--- src/rtl/mem_port_arbiter.sv ---
// Shares one memory port between IFU and LSU. One transaction is in flight at a time:
// accept in IDLE, issue a 1-cycle request in REQ, then wait for the response in WAIT.
module mem_port_arbiter #(
    parameter int MAX_LSU_STREAK = 4
) (
    input  logic        clk,
    input  logic        rst,
    input  logic        ifu_req_valid,
    output logic        ifu_req_ready,
    input  logic [31:0] ifu_addr,
    output logic        ifu_resp_valid,
    output logic [31:0] ifu_rdata,
    input  logic        lsu_req_valid,
    output logic        lsu_req_ready,
    input  logic [31:0] lsu_addr,
    input  logic        lsu_wen,
    input  logic [31:0] lsu_wdata,
    input  logic [3:0]  lsu_wmask,
    output logic        lsu_resp_valid,
    output logic [31:0] lsu_rdata,
    output logic        mem_req_valid,
    output logic [31:0] mem_addr,
    output logic        mem_wen,
    output logic [31:0] mem_wdata,
    output logic [3:0]  mem_wmask,
    input  logic        mem_resp_valid,
    input  logic [31:0] mem_rdata
);

    localparam int SW = $clog2(MAX_LSU_STREAK + 1);
    localparam logic [SW-1:0] STREAK_MAX = SW'(MAX_LSU_STREAK);

    typedef enum logic [1:0] {
        IDLE,
        REQ,
        WAIT
    } state_t;

    state_t        state;
    state_t        state_nxt;
    logic          owner;
    logic [SW-1:0] streak;
    logic          grant_lsu;
    logic          grant_ifu;

    always_comb begin
        state_nxt      = state;
        grant_lsu      = 1'b0;
        grant_ifu      = 1'b0;
        ifu_req_ready  = 1'b0;
        lsu_req_ready  = 1'b0;
        ifu_resp_valid = 1'b0;
        lsu_resp_valid = 1'b0;
        ifu_rdata      = 32'h0;
        lsu_rdata      = 32'h0;
        case (state)
            IDLE: begin
                // Handshakes are suppressed while rst is high so no master sees a phantom accept.
                if (!rst) begin
                    if (lsu_req_valid && !(ifu_req_valid && streak == STREAK_MAX)) begin
                        grant_lsu = 1'b1;
                    end else if (ifu_req_valid) begin
                        grant_ifu = 1'b1;
                    end
                    lsu_req_ready = grant_lsu;
                    ifu_req_ready = grant_ifu;
                    if (grant_lsu || grant_ifu) begin
                        state_nxt = REQ;
                    end
                end
            end
            REQ: begin
                state_nxt = WAIT;
            end
            WAIT: begin
                if (mem_resp_valid) begin
                    state_nxt = IDLE;
                    if (!rst) begin
                        if (owner) begin
                            lsu_resp_valid = 1'b1;
                            lsu_rdata      = mem_rdata;
                        end else begin
                            ifu_resp_valid = 1'b1;
                            ifu_rdata      = mem_rdata;
                        end
                    end
                end
            end
            default: begin
                state_nxt = IDLE;
            end
        endcase
    end

    always_ff @(posedge clk) begin
        if (rst) begin
            state         <= IDLE;
            owner         <= 1'b0;
            streak        <= '0;
            mem_req_valid <= 1'b0;
            mem_addr      <= 32'h0;
            mem_wen       <= 1'b0;
            mem_wdata     <= 32'h0;
            mem_wmask     <= 4'h0;
        end else begin
            state         <= state_nxt;
            mem_req_valid <= grant_lsu || grant_ifu;
            if (grant_lsu) begin
                owner     <= 1'b1;
                mem_addr  <= lsu_addr;
                mem_wen   <= lsu_wen;
                mem_wdata <= lsu_wdata;
                mem_wmask <= lsu_wmask;
                // Only LSU wins taken while the IFU was waiting count toward starvation.
                if (!ifu_req_valid) begin
                    streak <= '0;
                end else if (streak != STREAK_MAX) begin
                    streak <= streak + SW'(1);
                end
            end else if (grant_ifu) begin
                owner     <= 1'b0;
                mem_addr  <= ifu_addr;
                mem_wen   <= 1'b0;
                mem_wdata <= 32'h0;
                mem_wmask <= 4'h0;
                streak    <= '0;
            end
        end
    end

endmodule

--- config.mk ---
export PLATFORM = sky130hd
export DESIGN_NAME = mem_port_arbiter
export DESIGN_NICKNAME = d
export VERILOG_FILES = /design/src/rtl/mem_port_arbiter.sv
export SDC_FILE = /design/constraint.sdc
export NUM_CORES = 1
export LEC_CHECK = 0
export ABC_AREA = 0
export CELL_PAD_IN_SITES_DETAIL_PLACEMENT = 0
export CELL_PAD_IN_SITES_GLOBAL_PLACEMENT = 1
export CORE_UTILIZATION = 24
export CTS_CLUSTER_SIZE = 24
export DETAILED_ROUTE_END_ITERATION = 6
export PLACE_DENSITY = 0.93
export SYNTH_ARGS = -nofsm -noshare
export SYNTH_HDL_FRONTEND = slang
export SYNTH_SLANG_ARGS = --single-unit
--- constraint.sdc ---
create_clock -name clk -period 4.7 [get_ports clk]
set_input_delay 0.94 -clock clk [delete_from_list [all_inputs] [get_ports clk]]
set_output_delay 0.94 -clock clk [all_outputs]
set_load 0.005 [all_outputs]
Yosys cells after proc, flatten, opt, wreduce, memory -nomap -nowiden

Index checks and enable logic that the tools add are counted.

Output and inout port bits: 138
Bits in registers: 76
Bits of input ports: 138
Logic and storage cells: 68

Add/subtract/negate cells: 1
Multiplexer cells: 43
Equal/unequal tests: 7
Reductions and logical operators: 9

Operator list:

| cell                | number |
|---|---|
| $mux 32             | 12 |
| $mux 1              | 22 |
| $mux 3              | 4 |
| $mux 4              | 2 |
| $pmux 2 s3          | 1 |
| $mux 2              | 2 |
| $ne 2x2->1 const B  | 2 |
| $reduce_and 2->1    | 2 |
| $add 3x1->3 const B | 1 |
| $eq 3x3->1 const B  | 1 |
| $ne 3x2->1 const B  | 1 |
| $ne 3x3->1 const B  | 1 |
| $eq 2x1->1 const B  | 1 |
| $eq 2x2->1 const B  | 1 |
| $logic_and 1x1->1   | 2 |
| $logic_not 2->1     | 1 |
| $logic_or 1x1->1    | 2 |
| $reduce_bool 2->1   | 1 |
| $logic_not 1->1     | 1 |

Logic depth before layout (Yosys ltp)

Depth in word-level cells: 11
Gate-level depth with buffers: 8
Gate-level depth less buffers: 7

Least setup slack after synthesis

OpenSTA, ideal clock, no wires.

Path kind: in2out
Start point: input port rst
End point: output port ifu_rdata[0]
Buffers on the path: 1
Data required time: 3.760 ns
Cell stages on the path: 5
Path slack: 1.990 ns
Arrival: 1.770 ns
Cell sequence: nor3b_1 > nand2_1 > nor2_1 > clkbuf_1 > and2_1

Cells in the longest elaborated chain, start to end: 3

RTL lines:

| item        | line | RTL |
|---|---|---|
| from (decl) | 7    | `input logic rst,` |
| $mux 32     | 78   | `if (!rst) begin` |
| $mux 32     | 76   | `if (mem_resp_valid) begin` |
| $mux 32     | 56   | `case (state)` |
| to (decl)   | 12   | `output logic [31:0] ifu_rdata,` |

No other way between the ends.

Worst setup path after layout

Start point: input port mem_resp_valid
End point: output port lsu_rdata[23]

Cells in the longest elaborated chain, start to end: 2

RTL lines:

| item        | line | RTL |
|---|---|---|
| from (decl) | 26   | `input logic mem_resp_valid,` |
| $mux 32     | 76   |  |
| $mux 32     | 56   |  |
| to (decl)   | 20   | `output logic [31:0] lsu_rdata,` |

No other way between the ends.

==> impl_metrics.toml <==
[routing]
ant_nets = 0
viasPerCell = 4.51
dr.pass1.iters = 7
vias = 3845
drc = 0
drt-initial-drc-count = 111
wl_mm = 12.5
wire_per_inst_um = 14.7

[worst_setup_path]
crit_type = "in2out"
crit_required_ns = 3.76
crit_path_end_kind = "output port"
r2r-end = "mem_addr[22]$_SDFFE_PP0P_"
cp_max_fo = 33
crit_start = "mem_resp_valid"
rr_startpoint = "streak[0]$_SDFFE_PP0P_"
critPathArrivalTime_ns = 3.14
r2r_cells = 8
worstSetupStartpointType = "primary input"
crit_end = "lsu_rdata[23]"
r2r_slack_ns = 2.31

[power_and_ir_drop]
leakage_nw = 2.45
power.internal_mw = 1.42
combPwrFrac_pct = 20.7
seqPwrFrac_pct = 38.5
netSwitchingFraction_pct = 23.6
pwr-share-clk_pct = 40.8
peakVddDrop_v = 0.000241
power_density_nw_per_um2 = 277
switching_power_mw = 0.439

[grt]
track_usage_pct = 15.3
grt_pass1_vias = 3727
overflow = 0
grt_pass1_wl_mm = 18.1
grt_start_max_net_pins = 75
antenna_found_initial = 0

[floorplan]
num_io_pins = 276
start_util_pct = 25.1
core_um2 = 14100
dieHeight_um = 123
die_w_um = 123
die_area_um2 = 15200
rows = 43

[cts]
numCtsBuffers = 9
insertion_delay_ns = 0.33
cts_sinks = 76
cts_hold_buf = 0
postCtsResizedCells = 0
cts_tree = "done"
htreeDepth = 3
cts_root_buffer = "clkbuf_16"
cts_setup_buffers = 0
clk_pin_slew_ns = 0.06
clk_path_buf_depth = 2

[synthesis]
ys_seq_area_share_pct = 43.1
synth_nets = 549
synth_seq_cells = 76
synth.distinct_cells = 29
synth-edff-count = 0
synth.avg_cell_area_um2 = 8.64
async_flop_share_pct = 0
syn_inst = 409
ys.flop_type = "dfxtp_1"
syn-cell-area_um2 = 3530
yosys_warnings = 0

[place]
io_buffers = 275
placed_area_um2 = 6380
pre_cts_slack_ns = 0.659
gp_congestion = 0.747
dp.final_hpwl_mm = 9.25
dp_cells = 836

[worst_hold_path]
hp-class = "reg2reg"
hold_start = "owner$_SDFFE_PP0P_"

[sta]
period_minus_slack_ns = 4.08
fmax_mhz = 245
rsz0062_at_grt = "false"
worstMarginPinSlew_ns = 0.945
setup_ws_ns = 0.616
finalSetupViolCount = 0
hold_viol = 0
period_share_pct = 86.9
timing.hold.ws_ns = 0.494
max_slew_margin_pct = 37.0
slew_viol_final = 0
skew_ns = 0.0109
finalSetupTns_ns = 0

[final_layout]
n_antenna_cell = 0
drive_gt1_share_pct = 8.63
area_growth_pct = 90.1
finalNonFillerCells = 852
layout.nets = 807
fill_cells = 1309
fin_area_um2 = 6720

[job]
max-cap-violations = 0

[status]
status = "complete, no violations"
cell type report:
class                           count  area (um2)  area share (%)
Clock inverter                      5        82.6            1.23
Clock buffer                       11         253            3.76
Inverter                            5        20.0           0.298
Sequential cell                    76        1520            22.7
Timing Repair Buffer              281        2800            41.6
Tap cell                          180         225            3.35
Multi-Input combinational cell    294        1820            27.1
worst max-delay path: stages:
cell and delay (ns):
clkdlybuf4s50_1 0.47, nor3b_1 0.23, and3_1 0.76, and2_1 0.23, clkdlybuf4s50_1 0.51
cells by family after synthesis:
logic type,Yosys count,synth area share (%)
compound gates,108,24.5
fa+ha+maj,2,0.708
buf+inv,39,5.56
flops,76,43.1
mux,2,0.602
simple gates,182,25.6
power groups by stage:
stage	Sequential [mW]	Clock (mW)	Combinational, mW
after floorplan	0.731	0	0.147
after global placement	0.728	0	0.384
after detailed placement	0.730	0	0.388
after CTS	0.717	0.784	0.390
after global routing	0.721	0.806	0.419
final	0.717	0.760	0.385
cell usage after synthesis (2+ instances only):
cell type   n  area, um2
dfxtp_1    76       1520
nor2_1     74        278
and2_1     64        400
a22oi_1    37        278
a21oi_1    35        175
nand2_1    35        131
a211oi_2   29        363
clkbuf_1   15       56.3
buf_2      12       60.1
inv_1       4       15.0
a211oi_1    3       22.5
buf_4       3       22.5
buf_6       3       33.8
ha_1        2       25.0
nand2b_1    2       12.5
nand3_1     2       10.0
metrics by stage:
step	power, mW	utilization, %
after CTS	1.89	47.6
after global routing	1.95	47.6
after floorplan	0.879	-
final	1.86	47.6
after global placement	1.11	45.3
after detailed placement	1.12	45.3
cell usage in the layout (no fill, tap or decap), drive strengths merged:
master	instances
clkdlybuf4s50	274
dfxtp	76
nor2	74
and2	64
a22oi	37
nand2	35
a21oi	35
a211oi	32
clkbuf	11
buf	7
inv	5
nand3	3
clkinv	3
nand2b	2
ha	2
bufinv	2
o21ai	2
nor3	1
nor3b	1
and3	1
nor4b	1
a22o	1
mux2	1
o2bb2ai	1
mux2i	1
layer usage:
layer	track usage (%)	vias to the layer above	wire length [um]
met5	0	-	0
met4	3.16	0	77
met3	5.26	6	1060
met2	25.6	148	6000
met1	19.0	1782	5410
li1	-	1909	-
flip-flops by register name, indices dropped and copies added (netlist names):
name,flops
state,2
mem_addr,32
mem_req_valid,1
owner,1
mem_wdata,32
mem_wmask,4
mem_wen,1
streak,3
worst min-delay path by stage:
stage | end | slack (ns) | depth (start not counted)
global placement | streak[2]$_SDFFE_PP0P_ | 0.48 | 1
finish | owner$_SDFFE_PP0P_ | 0.49 | 2
detailed placement | mem_wmask[3]$_SDFFE_PP0P_ | 0.48 | 2
global route | streak[2]$_SDFFE_PP0P_ | 0.53 | 1
CTS | owner$_SDFFE_PP0P_ | 0.50 | 2
floorplan | owner$_SDFFE_PP0P_ | 0.46 | 2
Note: power is estimated with default switching activity, not from simulation.
